### config.mk
export PLATFORM = sky130hd
export DESIGN_NAME = tcdm_copy_engine
export DESIGN_NICKNAME = d
export VERILOG_FILES = /design/src/rtl/tcdm_copy_engine_pkg.sv /design/src/rtl/tcdm_copy_fifo.sv /design/src/rtl/tcdm_copy_engine.sv
export SDC_FILE = /design/constraint.sdc
export NUM_CORES = 1
export LEC_CHECK = 0
export CORE_UTILIZATION = 40
export DETAILED_ROUTE_END_ITERATION = 7
export SYNTH_ARGS = -nofsm -noshare
export SYNTH_HDL_FRONTEND = slang
export SYNTH_SLANG_ARGS = --single-unit
### constraint.sdc
create_clock -name clk_i -period 4.5 [get_ports clk_i]
set_input_delay 0.9 -clock clk_i [delete_from_list [all_inputs] [get_ports clk_i]]
set_output_delay 0.9 -clock clk_i [all_outputs]
set_load 0.005 [all_outputs]
### src/rtl/tcdm_copy_engine_pkg.sv
// Shared constants for the TCDM copy engine: FSM encoding and default sizes.
package tcdm_copy_engine_pkg;

  localparam int unsigned TCDM_COPY_FIFO_DEPTH = 4;
  localparam int unsigned TCDM_COPY_LEN_W      = 16;

  // FSM encoding kept as plain constants for legacy tool compatibility
  localparam int unsigned TCDM_COPY_STATE_W = 2;
  typedef logic [TCDM_COPY_STATE_W-1:0] tcdm_copy_state_t;

  localparam tcdm_copy_state_t TCDM_COPY_IDLE = 2'd0;
  localparam tcdm_copy_state_t TCDM_COPY_RUN  = 2'd1;
  localparam tcdm_copy_state_t TCDM_COPY_DONE = 2'd2;

endpackage

### src/rtl/tcdm_copy_fifo.sv
// Synchronous read-data FIFO for the copy engine. Exposes the head and the
// entry behind it so the engine can pre-load the next write while popping.
module tcdm_copy_fifo #(
  parameter int unsigned DW    = 32,
  parameter int unsigned DEPTH = 4
) (
  input  logic                     clk_i,
  input  logic                     rst_ni,
  input  logic                     push_i,
  input  logic [DW-1:0]            data_i,
  input  logic                     pop_i,
  output logic [DW-1:0]            head_o,
  output logic [DW-1:0]            second_o,
  output logic                     full_o,
  output logic                     empty_o,
  output logic [$clog2(DEPTH):0]   count_o
);

  localparam int unsigned PW = $clog2(DEPTH);
  localparam int unsigned CW = PW + 1;

  logic [DW-1:0] mem_q [DEPTH];
  logic [PW-1:0] wr_ptr_q, wr_ptr_d;
  logic [PW-1:0] rd_ptr_q, rd_ptr_d;
  logic [CW-1:0] count_q, count_d;
  logic          push_ok, pop_ok;

  // Accept a push when there is room (or a pop frees a slot); pop only when data exists
  always_comb begin
    push_ok  = push_i && (!full_o || pop_i);
    pop_ok   = pop_i && !empty_o;
    wr_ptr_d = wr_ptr_q;
    rd_ptr_d = rd_ptr_q;
    count_d  = count_q;
    if (push_ok) wr_ptr_d = wr_ptr_q + PW'(1);
    if (pop_ok)  rd_ptr_d = rd_ptr_q + PW'(1);
    if (push_ok && !pop_ok)      count_d = count_q + CW'(1);
    else if (!push_ok && pop_ok) count_d = count_q - CW'(1);
  end

  // Pointer and occupancy registers
  always_ff @(posedge clk_i or negedge rst_ni) begin
    if (!rst_ni) begin
      wr_ptr_q <= '0;
      rd_ptr_q <= '0;
      count_q  <= '0;
    end else begin
      wr_ptr_q <= wr_ptr_d;
      rd_ptr_q <= rd_ptr_d;
      count_q  <= count_d;
    end
  end

  // Data storage; contents are only meaningful behind a valid count
  always_ff @(posedge clk_i) begin
    if (push_ok) mem_q[wr_ptr_q] <= data_i;
  end

  assign head_o   = mem_q[rd_ptr_q];
  assign second_o = mem_q[rd_ptr_q + PW'(1)];
  assign full_o   = (count_q == CW'(DEPTH));
  assign empty_o  = (count_q == '0);
  assign count_o  = count_q;

endmodule

### src/rtl/tcdm_copy_engine.sv
// TCDM copy engine: moves len_i words from src to dst through one HCI core
// port, buffering read data in a small FIFO so several reads stay in flight.
// Optional stall counter enabled by defining TCDM_COPY_PERF_EN.
module tcdm_copy_engine
  import tcdm_copy_engine_pkg::*;
#(
  parameter int unsigned AW         = 32,
  parameter int unsigned DW         = 32,
  parameter int unsigned FIFO_DEPTH = TCDM_COPY_FIFO_DEPTH,
  parameter int unsigned LEN_W      = TCDM_COPY_LEN_W
) (
  input  logic              clk_i,
  input  logic              rst_ni,
  input  logic              start_i,
  input  logic [AW-1:0]     src_addr_i,
  input  logic [AW-1:0]     dst_addr_i,
  input  logic [LEN_W-1:0]  len_i,
  output logic              busy_o,
  output logic              done_o,
  output logic              tcdm_req_o,
  input  logic              tcdm_gnt_i,
  output logic [AW-1:0]     tcdm_add_o,
  output logic              tcdm_wen_o,
  output logic [DW/8-1:0]   tcdm_be_o,
  output logic [DW-1:0]     tcdm_data_o,
  input  logic [DW-1:0]     tcdm_r_data_i,
  input  logic              tcdm_r_valid_i,
  output logic [31:0]       stall_cnt_o
);

  localparam int unsigned WORD_SIZE = DW / 8;
  localparam int unsigned CW        = $clog2(FIFO_DEPTH) + 1;
  localparam logic [AW-1:0] WORD_INC   = AW'(WORD_SIZE);
  localparam logic [AW-1:0] ALIGN_MASK = ~AW'(WORD_SIZE - 1);

  tcdm_copy_state_t state_q, state_d;
  logic [AW-1:0]    src_q, src_d, dst_q, dst_d;
  logic [LEN_W-1:0] rd_left_q, rd_left_d, wr_left_q, wr_left_d;
  logic             inflight_q, inflight_d;
  logic             req_q, req_d;
  logic [AW-1:0]    add_q, add_d;
  logic             wen_q, wen_d;
  logic [DW-1:0]    data_q, data_d;
  logic             done_q, done_d;
  logic             busy_q, busy_d;

  logic             grant, rd_gnt, wr_gnt, push, pop, can_issue, credit_ok;
  logic [AW-1:0]    src_n, dst_n;
  logic [LEN_W-1:0] rd_left_n, wr_left_n;
  logic [CW-1:0]    cnt_n;
  logic [CW:0]      credit_use;
  logic [DW-1:0]    head_n;

  logic [DW-1:0]    fifo_head, fifo_second;
  logic             fifo_full, fifo_empty;
  logic [CW-1:0]    fifo_cnt;

  tcdm_copy_fifo #(
    .DW    (DW),
    .DEPTH (FIFO_DEPTH)
  ) i_fifo (
    .clk_i    (clk_i),
    .rst_ni   (rst_ni),
    .push_i   (push),
    .data_i   (tcdm_r_data_i),
    .pop_i    (pop),
    .head_o   (fifo_head),
    .second_o (fifo_second),
    .full_o   (fifo_full),
    .empty_o  (fifo_empty),
    .count_o  (fifo_cnt)
  );

  // Handshake events of this cycle and the view of the state right after them
  always_comb begin
    grant     = req_q && tcdm_gnt_i;
    rd_gnt    = grant && wen_q;
    wr_gnt    = grant && !wen_q;
    // Responses are only taken when the previous grant was a read
    push      = tcdm_r_valid_i && inflight_q;
    pop       = wr_gnt;
    can_issue = !req_q || grant;
    src_n     = rd_gnt ? src_q + WORD_INC : src_q;
    dst_n     = wr_gnt ? dst_q + WORD_INC : dst_q;
    rd_left_n = rd_gnt ? rd_left_q - LEN_W'(1) : rd_left_q;
    wr_left_n = wr_gnt ? wr_left_q - LEN_W'(1) : wr_left_q;
    cnt_n     = fifo_cnt + CW'(push) - CW'(pop);
    // Reads still owed to the FIFO count against its capacity
    credit_use = {1'b0, cnt_n} + (CW+1)'(rd_gnt);
    credit_ok  = (credit_use < (CW+1)'(FIFO_DEPTH)) && !fifo_full;
    // Word that will sit at the FIFO head after this cycle's push/pop
    if (pop) head_n = (fifo_cnt > CW'(1)) ? fifo_second : tcdm_r_data_i;
    else     head_n = !fifo_empty ? fifo_head : tcdm_r_data_i;
  end

  // Next-state and request generation; one request at a time, held until granted
  always_comb begin
    state_d    = state_q;
    src_d      = src_q;
    dst_d      = dst_q;
    rd_left_d  = rd_left_q;
    wr_left_d  = wr_left_q;
    inflight_d = rd_gnt;
    req_d      = req_q;
    add_d      = add_q;
    wen_d      = wen_q;
    data_d     = data_q;
    done_d     = 1'b0;
    busy_d     = 1'b0;

    case (state_q)
      TCDM_COPY_IDLE: begin
        if (start_i) begin
          if (len_i != '0) begin
            state_d   = TCDM_COPY_RUN;
            busy_d    = 1'b1;
            src_d     = src_addr_i & ALIGN_MASK;
            dst_d     = dst_addr_i & ALIGN_MASK;
            rd_left_d = len_i;
            wr_left_d = len_i;
            // FIFO is empty, so the first request is always a read
            req_d     = 1'b1;
            wen_d     = 1'b1;
            add_d     = src_addr_i & ALIGN_MASK;
          end else begin
            state_d = TCDM_COPY_DONE;
            done_d  = 1'b1;
          end
        end
      end

      TCDM_COPY_RUN: begin
        busy_d    = 1'b1;
        src_d     = src_n;
        dst_d     = dst_n;
        rd_left_d = rd_left_n;
        wr_left_d = wr_left_n;
        if (wr_gnt && (wr_left_q == LEN_W'(1))) begin
          state_d = TCDM_COPY_DONE;
          done_d  = 1'b1;
          busy_d  = 1'b0;
          req_d   = 1'b0;
        end else if (can_issue) begin
          req_d = 1'b0;
          if (cnt_n != '0) begin
            req_d  = 1'b1;
            wen_d  = 1'b0;
            add_d  = dst_n;
            data_d = head_n;
          end else if ((rd_left_n != '0) && credit_ok) begin
            req_d = 1'b1;
            wen_d = 1'b1;
            add_d = src_n;
          end
        end
      end

      TCDM_COPY_DONE: begin
        state_d = TCDM_COPY_IDLE;
      end

      default: begin
        state_d = TCDM_COPY_IDLE;
        req_d   = 1'b0;
      end
    endcase
  end

  // Engine state and registered HCI request
  always_ff @(posedge clk_i or negedge rst_ni) begin
    if (!rst_ni) begin
      state_q    <= TCDM_COPY_IDLE;
      src_q      <= '0;
      dst_q      <= '0;
      rd_left_q  <= '0;
      wr_left_q  <= '0;
      inflight_q <= 1'b0;
      req_q      <= 1'b0;
      add_q      <= '0;
      wen_q      <= 1'b1;
      data_q     <= '0;
      done_q     <= 1'b0;
      busy_q     <= 1'b0;
    end else begin
      state_q    <= state_d;
      src_q      <= src_d;
      dst_q      <= dst_d;
      rd_left_q  <= rd_left_d;
      wr_left_q  <= wr_left_d;
      inflight_q <= inflight_d;
      req_q      <= req_d;
      add_q      <= add_d;
      wen_q      <= wen_d;
      data_q     <= data_d;
      done_q     <= done_d;
      busy_q     <= busy_d;
    end
  end

  assign busy_o      = busy_q;
  assign done_o      = done_q;
  assign tcdm_req_o  = req_q;
  assign tcdm_add_o  = add_q;
  assign tcdm_wen_o  = wen_q;
  assign tcdm_be_o   = '1;
  assign tcdm_data_o = data_q;

`ifdef TCDM_COPY_PERF_EN
  logic [31:0] stall_cnt_q, stall_cnt_d;

  // Saturating count of cycles where a request waits for grant
  always_comb begin
    stall_cnt_d = stall_cnt_q;
    if ((state_q == TCDM_COPY_IDLE) && (state_d == TCDM_COPY_RUN)) begin
      stall_cnt_d = '0;
    end else if (req_q && !tcdm_gnt_i && (stall_cnt_q != '1)) begin
      stall_cnt_d = stall_cnt_q + 32'd1;
    end
  end

  // Stall counter register
  always_ff @(posedge clk_i or negedge rst_ni) begin
    if (!rst_ni) stall_cnt_q <= '0;
    else         stall_cnt_q <= stall_cnt_d;
  end

  assign stall_cnt_o = stall_cnt_q;
`else
  assign stall_cnt_o = '0;
`endif

endmodule

==> qor.yml <==
grt.total_usage: 0.226
final_max_slew_viol_count: 0
cts_max_path_buffers: 3
core-area_sq_um: 41300
r2r_end: "tcdm_add_o[17]"
yosys_warnings: 0
io_buffers: 178
relSlewSlack: 0.304
ys.flop_type: "dfrtp_1"
finalCriticalPeriod_ps: 3680
power_density_nw_per_um2: 657
max_clock_freq_ghz: 0.272
htreeDepth: 2
finalHoldViolations: 0
die_h_microns: 208
grt_pass1_wl_microns: 77100
reg2regPathDepth: 14
worstReg2RegStart: "tcdm_wen_o"
worstSetupPathType: "in2reg"
synth_area_sq_um: 16900
status: "finished clean"
seqPwrFrac: 0.352
drc: 0
gr-usage-met1: 0.319
cp.required_ps: 4990
clk_latency_ps: 560
syn_area_per_cell_sq_um: 9.71
cts_resized: 0
critPathMaxFanout: 12
clockRootBuffer: "clkbuf_16"
path_clk_slew_ps: 50
numCtsBuffers: 36
rows: 74
numClockSinks: 296
start_util: 0.410
dpl-instance-area_sq_um: 19100
crit_path_end_kind: "register"
overflow: 0
fin_nets: 2005
synth_seq_area_share: 0.476
via_per_inst: 5.77
first_global_vias: 13600
cts_tree: "built"
comb_power_share: 0.440
sw_frac_of_total: 0.393
fin_area_sq_um: 20200
antenna_found_initial: 1
routabilityCongestion: 0.897
syn_to_final_growth_pct: 19.3
ys_types: 76
cp-start-kind: "primary input"
ys_ff_latch: 296
grt_max_degree: 85
holdBufCountCts: 0
die_w_microns: 208
top_usage_layer: "met2"
ioPinCount: 221
post-route-util: 0.489
post-dp-hpwl_microns: 33000
max-cap-violations: 0
rsz0062_at_grt: "no"
drive_gt1_frac: 0.0987
first_iter_violations: 1164
skew_ps: 17.8
dr.pass1.iters: 5
routed_wl_microns: 48700
tns_ps: 0
vdd_drop_max_mv: 0.399
whs_ps: 361
arrival_ps: 4170
via_count: 14000
die_area_sq_um: 43100
wire_per_inst_microns: 20.1
gr-usage-met2: 0.359
setup_violations: 0
r2r_slack_ps: 880
grt_use_met3: 0.0325
synth_edf_count: 128
diodes: 0
ant_nets: 0
hold_class: "in2async"
clock_power_share: 0.208
async_flop_share: 0.568
post_cts_buffers: 0
switchingPower_uw: 5210
power_leakage_uw: 0.00784
period_share: 0.817
tightestPinTransition_ps: 1040
internal-power_uw: 8040
synthCells: 1742
n_fill_cell: 3859
-- layout by cell type (no fill, tap or decap), types with 7 or more instances in the layout --
cell type / instances
nand2_1: 182
clkdlybuf4s50_1: 177
a21oi_1: 169
dfrtp_1: 165
o21ai_0: 147
edfxtp_1: 128
nor2_1: 122
mux2i_1: 79
o22ai_1: 64
nand3_1: 50
buf_4: 41
mux2_2: 39
conb_1: 38
clkbuf_16: 36
nand4_1: 31
mux2_4: 27
inv_1: 26
nor3_1: 24
xor2_1: 24
xnor2_1: 24
nor4_1: 22
ha_1: 18
o22a_1: 17
and3_1: 17
and2_1: 15
a22oi_1: 14
or3_1: 14
a31oi_1: 11
or4_1: 11
clkbuf_1: 10
a22o_1: 9
o221ai_1: 9
and4_1: 8
o21a_1: 7
-- layer usage --
layer	up-vias	share of wire	wire length, microns
met5	-	0.00021	10
met3	76	0.060	2920
met4	2	0.023	1140
met2	435	0.46	22400
li1	6613	-	-
met1	6887	0.46	22300
-- area by class of cell --
cell class,instances,area (sq um),area share
repair buffers,223,2170,0.108
well taps,532,666,0.0330
flip-flops and latches,296,8060,0.399
inverters,26,97.6,0.00484
clock inverters,13,95.1,0.00471
multi-input cells,1286,8080,0.401
clock buffers,51,1010,0.0499
-- power groups by stage --
stage | Combinational, uW | Sequential (uW) | Clock [uW]
finish | 5840 | 4660 | 2750
detailed placement | 5820 | 4690 | 0
CTS | 5850 | 4640 | 2830
global route | 6440 | 4800 | 2930
floorplan | 4260 | 4160 | 0
global placement | 5700 | 4650 | 0
-- worst max path at each step --
stage	from	endpoint	slack, ps	cells after the start
detailed placement	tcdm_gnt_i	tcdm_add_o[3]	280	13
global placement	tcdm_gnt_i	tcdm_add_o[19]	300	12
global route	tcdm_gnt_i	tcdm_add_o[15]	680	13
finish	tcdm_gnt_i	tcdm_add_o[17]	820	14
CTS	tcdm_gnt_i	tcdm_add_o[3]	860	13
floorplan	tcdm_gnt_i	tcdm_add_o[18]	660	15
-- cell families after synthesis --
logic type	after synthesis	synth area share
simple gates	527	0.150
compound gates	509	0.181
flops	296	0.476
buf+inv	196	0.0570
mux	145	0.0967
xor+xnor	48	0.0249
fa+ha+maj	19	0.0145
other cells	2	0.000444
-- registers in the layout, summed over array words and instances, names as in the netlist --
register	count
busy_o	1
dst_q	30
rd_left_q	16
i_fifo.mem_q	128
i_fifo.wr_ptr_q	2
done_o	1
tcdm_wen_o	1
i_fifo.count_o	3
wr_left_q	16
i_fifo.rd_ptr_q	2
tcdm_add_o	30
tcdm_data_o	32
src_q	30
state_q	2
tcdm_req_o	1
inflight_q	1
-- cells in the mapped netlist (18+ instances only) --
| library cell | number | area share |
|---|---|---|
| mux2i_1 | 79 | 0.047 |
| buf_4 | 38 | 0.017 |
| inv_1 | 26 | 0.0058 |
| mux2_2 | 39 | 0.026 |
| mux2_4 | 27 | 0.024 |
| xnor2_1 | 24 | 0.012 |
| a21oi_1 | 169 | 0.050 |
| nor3_1 | 25 | 0.0074 |
| xor2_1 | 24 | 0.012 |
| o21ai_0 | 147 | 0.043 |
| nor4_1 | 22 | 0.0081 |
| o22ai_1 | 64 | 0.024 |
| nand2_1 | 182 | 0.040 |
| nand4_1 | 31 | 0.011 |
| buf_2 | 18 | 0.0053 |
| nand3_1 | 50 | 0.015 |
| clkbuf_1 | 95 | 0.021 |
| nor2_1 | 122 | 0.027 |
| dfrtp_1 | 167 | 0.25 |
| ha_1 | 18 | 0.013 |
| edfxtp_1 | 128 | 0.23 |
-- critical path: stages --
cell and delay (ps):
clkdlybuf4s50_1 420, nand3_1 190, inv_1 90, ha_1 270, inv_1 40, ha_1 180, fa_1 380, xnor2_1 290
or3_1 210, buf_4 240, buf_4 160, nor3_1 40, o41ai_1 510, mux2_4 250
-- metrics by stage --
stage               std cells  setup WS, ps  power [uW]
detailed placement       2363           279       10500
floorplan                1778           659        8420
global placement         2363           296       10300
global route             2427           677       14200
finish                   2427           821       13300
CTS                      2427           862       13300
No activity file was read; power rests on OpenSTA's default activity.
